--- src/rtl/ser2par_detect.sv ---
// Serial-to-parallel frame receiver with a Mealy 1-0-1-1 detector.
// Define SER2PAR_DETECT_OVERLAP_EN for overlapping pattern detection.
module ser2par_detect #(
  parameter int DATA_W = 8
) (
  input  logic              clk,
  input  logic              rst_n,
  input  logic              set,
  input  logic              din,
  output logic [DATA_W-1:0] par_out,
  output logic              frame_valid,
  output logic              detect,
  output logic [3:0]        match_cnt,
  output logic              busy
);

  localparam int CW = $clog2(DATA_W);

  typedef enum logic [1:0] {
    IDLE,
    SHIFT,
    DONE
  } st_t;

  typedef enum logic [1:0] {
    D0,
    D1,
    D2,
    D3
  } dt_t;

`ifdef SER2PAR_DETECT_OVERLAP_EN
  localparam dt_t DHIT = D1;
`else
  localparam dt_t DHIT = D0;
`endif

  st_t              st;
  dt_t              dst;
  dt_t              dnxt;
  logic [CW-1:0]    cnt;
  logic [DATA_W-1:0] sreg;
  logic [DATA_W-1:0] word;
  logic             armed;
  logic             samp;
  logic             last;

  always_comb begin
    samp      = (st == SHIFT) && set;
    detect    = samp && (dst == D3) && din;
    last      = (cnt == CW'(DATA_W - 1));
    word      = sreg;
    word[cnt] = din;
  end

  always_comb begin
    dnxt = D0;
    unique case (dst)
      D0: dnxt = din ? D1 : D0;
      D1: dnxt = din ? D1 : D2;
      D2: dnxt = din ? D3 : D0;
      D3: dnxt = din ? DHIT : D2;
      default: dnxt = D0;
    endcase
  end

  // armed stays low after reset until set is seen low, so a
  // set held through reset cannot start a frame mid-stream
  always_ff @(posedge clk or negedge rst_n) begin
    if (!rst_n) begin
      st          <= IDLE;
      dst         <= D0;
      cnt         <= '0;
      sreg        <= '0;
      par_out     <= '0;
      frame_valid <= 1'b0;
      match_cnt   <= '0;
      busy        <= 1'b0;
      armed       <= 1'b0;
    end else begin
      frame_valid <= 1'b0;
      if (!set) begin
        st    <= IDLE;
        busy  <= 1'b0;
        dst   <= D0;
        armed <= 1'b1;
      end else begin
        unique case (st)
          IDLE: begin
            if (armed) begin
              st        <= SHIFT;
              busy      <= 1'b1;
              cnt       <= '0;
              sreg      <= '0;
              match_cnt <= '0;
              dst       <= D0;
            end
          end
          SHIFT: begin
            sreg <= word;
            cnt  <= cnt + 1'b1;
            dst  <= dnxt;
            if (detect && (match_cnt != 4'hF))
              match_cnt <= match_cnt + 4'd1;
            if (last) begin
              par_out     <= word;
              frame_valid <= 1'b1;
              st          <= DONE;
              busy        <= 1'b0;
            end
          end
          DONE: st <= DONE;
          default: st <= IDLE;
        endcase
      end
    end
  end

endmodule

--- config.mk ---
export PLATFORM = sky130hd
export DESIGN_NAME = ser2par_detect
export DESIGN_NICKNAME = d
export VERILOG_FILES = /design/src/rtl/ser2par_detect.sv
export SDC_FILE = /design/constraint.sdc
export NUM_CORES = 1
export LEC_CHECK = 0
export CAP_MARGIN = 20
export CORE_AREA = 2 2 59 61
export CTS_CLUSTER_SIZE = 8
export DETAILED_ROUTE_END_ITERATION = 10
export DIE_AREA = 0 0 61 63
export GPL_ROUTABILITY_DRIVEN = 0
export PLACE_DENSITY = 0.71
export SKIP_LAST_GASP = 1
export SLEW_MARGIN = 20
export SYNTH_ARGS = -nofsm -noshare
export SYNTH_HDL_FRONTEND = slang
export SYNTH_SLANG_ARGS = --single-unit
export TNS_END_PERCENT = 30
--- constraint.sdc ---
create_clock -name clk -period 1.35 [get_ports clk]
set_input_delay 0.27 -clock clk [delete_from_list [all_inputs] [get_ports clk]]
set_output_delay 0.27 -clock clk [all_outputs]
set_load 0.05 [all_outputs]
### Yosys cells after proc, flatten, opt, wreduce, memory -nomap -nowiden

Index checks and enable logic that the tools add are counted.

| operators by class | value |
|---|---|
| $add $sub $neg | 2 |
| $lt $le $gt $ge | 2 |
| eq/ne operators | 12 |
| multiplexer cells | 29 |
| reductions and logical operators | 14 |

Operator list:

| operator | count |
|---|---|
| $mux W2 | 8 |
| $pmux W8 S2 | 1 |
| $reduce_and A3 Y1 | 3 |
| $bwmux W8 | 1 |
| $mux W1 | 8 |
| $mux W4 | 2 |
| $mux W8 | 1 |
| $pmux W2 S4 | 1 |
| $pmux W4 S2 | 1 |
| $eq A2 B2 Y1 const B | 3 |
| $ne A3 B3 Y1 const B | 2 |
| $pmux W2 S3 | 1 |
| $pmux W3 S2 | 1 |
| $logic_and A1 B1 Y1 | 5 |
| $add A4 B1 Y4 const B | 1 |
| $eq A2 B1 Y1 const B | 2 |
| $logic_not A2 Y1 | 2 |
| $lt A3 B4 Y1 const B | 1 |
| $ne A4 B4 Y1 const B | 1 |
| $pmux W2 S2 | 1 |
| $reduce_and A2 Y1 | 2 |
| $reduce_and A4 Y1 | 1 |
| $add A3 B1 Y3 const B | 1 |
| $demux W1 S3 | 1 |
| other kinds (8) | 8 |

| word-level totals | value |
|---|---|
| bits in registers | 30 |
| input port bits | 4 |

### Logic depth before layout (Yosys ltp)

| depth | value |
|---|---|
| depth after elaboration | 7 |
| depth in mapped cells | 7 |

### Least setup slack after synthesis

No wires, ideal clock.

| path | value |
|---|---|
| kind | register to output |
| from | register st[1] |
| to | output port detect |
| data arrival time | 1.574 ns |
| path slack | -0.494 ns |
| cell stages (with the launch flop) | 6 |
| buffers on the path | 1 |
| path through | dfrtp_1 > inv_1 > ha_1 > buf_6 > nand2_2 > nor2_1 |

| on the way | value |
|---|---|
| longest elaborated chain between the ends | 4 |

Ends and longest elaborated chain:

| element | RTL line | text |
|---|---|---|
| start, declared | 38 | `st_t st;` |
| start signal, assigned | 71 | `st <= IDLE;` |
| start signal, assigned | 83 | `st <= IDLE;` |
| start signal, assigned | 91 | `st <= SHIFT;` |
| $eq A2 B1 Y1 | 49 | `samp = (st == SHIFT) && set;` |
| $logic_and A1 B1 Y1 | 49 |  |
| $logic_and A1 B1 Y1 (2 in series) | 50 | `detect = samp && (dst == D3) && din;` |
| end, declared | 12 | `output logic detect,` |

Every way passes these cells.

### Final worst setup path

| path | value |
|---|---|
| from | input port set |
| to | output port detect |

| on the way | value |
|---|---|
| longest elaborated chain between the ends | 3 |

Ends and longest elaborated chain:

| element | RTL line | text |
|---|---|---|
| start, declared | 8 | `input logic set,` |
| $logic_and A1 B1 Y1 | 49 |  |
| $logic_and A1 B1 Y1 (2 in series) | 50 |  |

Every way passes these cells.

==> results.md <==
- Num CTS Buffers: 5
- Top cells by area, synth: dfrtp_1 50%, mux2i_1 6.6%, o21ai_0 5.3%
- Core region area: 3232 um^2
- Synth cell types: 37
- Post-layout minimum cycle time: 1.610 ns
- GRT Util Overall: 20.93%
- Slew Limit Fails: 0
- Die H: 63 um
- Setup CP Type: in2out
- Number of global-route vias before repair: 1229
- RSZ-0062 raised after global routing: yes
- H-Tree Level Count: 2
- Worst Setup Start Kind: input pin
- Initial DRC count: 69
- Global routing usage on met1: 27.20%
- TritonCTS clock tree: built
- Net Count, Synth: 156
- Failing checks: setup timing
- Combinational Power Share: 45.5%
- Leakage power total: 1.000 nW
- DR vias: 1221
- Commonest non-fill, non-tap cells in the layout: 28 x dfrtp_1, 22 x buf_4, 21 x nand2_1
- Synth top area share: 49.50%
- Total gr overflow: 0
- Post-DP HPWL: 2342 um
- Routed Antenna Nets: 0
- TritonCTS Sinks: 30
- Outcome: complete, but fails checks
- Die ar.: 3843 um^2
- Cell taking the most area after synthesis: dfrtp_1
- Antenna violations before repair: 0
- Post-synthesis cell count: 146
- N_diodes: 0
- Layout cells sized above 1: 37.04%
- Internal: 0.001881 W
- GRT busiest layer: met2
- Seq/Total Area, Yosys: 49.50%
- WL/cell: 14.92 um
- First-pass GRT wire length: 5885 um
- Design area: 2233 um^2
- M3 GR Usage: 7.246%
- Hold WS: 0.2827 ns
- Cell area power density: 1337 nW/um^2
- Worst slew margin: 79.94%
- Fmax: 621.3 MHz
- Post-CTS Hold Buffers: 0
- Worst-Margin Slew: 0.2984 ns
- Detailed Routing Iterations Pass 1: 6
- Avg Inst Size Synth: 10.39 um^2
- P&R area growth vs syn: 47.28%
- Clk_lat worst skew: 0.34 ns
- P_sw: 0.001105 W
- Synth Cell Area: 1516 um^2
- Ys async rst share: 100.0%
- Element type at the critical path end: output pin
- Clock transition at the registers of the reported paths: 0.10 ns
- Largest net degree at the start of global routing: 31
- EDFF count, synth: 0
- Data arrival, critical path: 1.34 ns
- HP Class: in2async
- Final WS setup: -0.2596 ns
- Nets@finish: 199
- Synth warnings: 0
- Final Setup Violations: 25
- Clk buf depth: 2
- DR vias/cell: 5.196
- Clock share of power: 18.5%
- DR DRC count: 0
- Seq pwr share: 36.1%
- Final Hold Viols: 0
- Crit-path max FO: 3
- Commonest non-fill, non-tap cell in the layout: dfrtp_1
- Root buf cell: clkbuf_4
- Maxcap violations: 0
- Initial Util: 46.92%
- Placed Instance Area: 2081 um^2
- Clock Skews: 0.01498 ns
- Switching Share: 37.02%
- # port buffers: 18
- Max IR drop VDD: 1.065 mV
- Ports: 19
- Fin crit share: 119.2%
- Grt met2 use: 31.32%
- Total Wirelength: 3506 um
- Synth Register Bits: 30
- Rows: 21
- Main synth FF type: dfrtp_1
- Critical Path RT: 1.08 ns
- Die X: 61 um
==> layer usage <==
metal	routed length, um	vias up
met4	91	0
met3	110	9
met2	1857	22
met1	1446	591
met5	0	-
li1	-	599
==> worst paths after layout <==
path / endpoint / slack (ns) / start / cells past startpoint
setup / recovery: detect / -0.26 / set / 4
hold / removal: sreg[3]$_DFFE_PN0P_ / 0.28 / rst_n / 2
setup reg to reg: match_cnt[0]$_DFFE_PN0P_ / -0.16 / st[1]$_DFFE_PN0P_ / 7
hold reg to reg: sreg[1]$_DFFE_PN0P_ / 0.50 / sreg[1]$_DFFE_PN0P_ / 2
max in group asynchronous: par_out[1]$_DFFE_PN0P_ / 0.89 / rst_n / 2
min in group clk: sreg[1]$_DFFE_PN0P_ / 0.50 / sreg[1]$_DFFE_PN0P_ / 2
==> Yosys cell counts (3+ instances only) <==
cell type	count
mux2i_1	10
inv_1	3
o21ai_0	16
a22o_1	3
nand2b_1	3
dfrtp_1	30
o21ai_1	4
buf_2	6
nand2_1	21
nand3b_1	4
nand3_1	4
nor2_1	5
ha_1	6
nor2b_1	3
==> power by group through the flow <==
stage | logic (W) | clock network, W | registers [W]
final | 0.00136 | 0.000551 | 0.00108
after global routing | 0.00149 | 0.000605 | 0.00109
after CTS | 0.00130 | 0.000551 | 0.00108
after detailed placement | 0.00112 | 0 | 0.00109
after global placement | 0.00107 | 0 | 0.00108
after floorplan | 0.000690 | 0 | 0.00110
==> metrics by stage <==
step | setup slack, ns | utilization (%) | instances | setup TNS (ns) | power (W)
5_1_grt | -0.2971 | 69.11 | 235 | -4.963 | 0.003190
3_5_place_dp | -0.2984 | 64.38 | 223 | -5.115 | 0.002204
3_3_place_gp | -0.2531 | 64.38 | 223 | -3.960 | 0.002145
6_report | -0.2596 | 69.11 | 235 | -2.452 | 0.002986
2_1_floorplan | -0.1246 | - | 146 | -0.7531 | 0.001789
4_1_cts | -0.2749 | 68.56 | 234 | -4.280 | 0.002924
==> layout make-up <==
cell class | count | area, um^2
clock buffers | 7 | 55.05
fillers | 226 | 998.5
inverters | 4 | 15.01
multi-input cells | 103 | 789.5
flip-flops and latches | 30 | 753.2
well taps | 46 | 57.56
repair buffers | 45 | 563.0
==> critical path, stage by stage <==
cell and delay [ns]:
clkdlybuf4s50_1 0.53, nand3_1 0.21, nor2_4 0.18, buf_12 0.14
==> registers in the layout, summed over array words and instances, names as in the netlist <==
| name | count |
|---|---|
| par_out | 8 |
| sreg | 8 |
| match_cnt | 4 |
| cnt | 3 |
| dst | 2 |
| st | 2 |
| armed | 1 |
| busy | 1 |
| frame_valid | 1 |
==> cells by family (layout without fill, tap and decap cells) <==
kind of cell | count (synthesis) | after routing | share of synthesized area, %
AND/OR/NAND/NOR | 52 | 52 | 18.48
buffers and inverters | 13 | 56 | 4.538
adder cells (fa/ha/maj) | 6 | 6 | 4.950
AO/OA/AOI/OAI | 34 | 34 | 14.94
flip-flops | 30 | 30 | 49.50
multiplexers | 11 | 11 | 7.591
==> repair_timing <==
action                                  in CTS  in global routing
endpoints found under the setup margin      28                 33
cloned                                       0                  1
resized for setup                           10                  9
setup buffers                                4                  1
pin swaps                                    3                  4
Note: power is estimated with default switching activity, not from simulation.
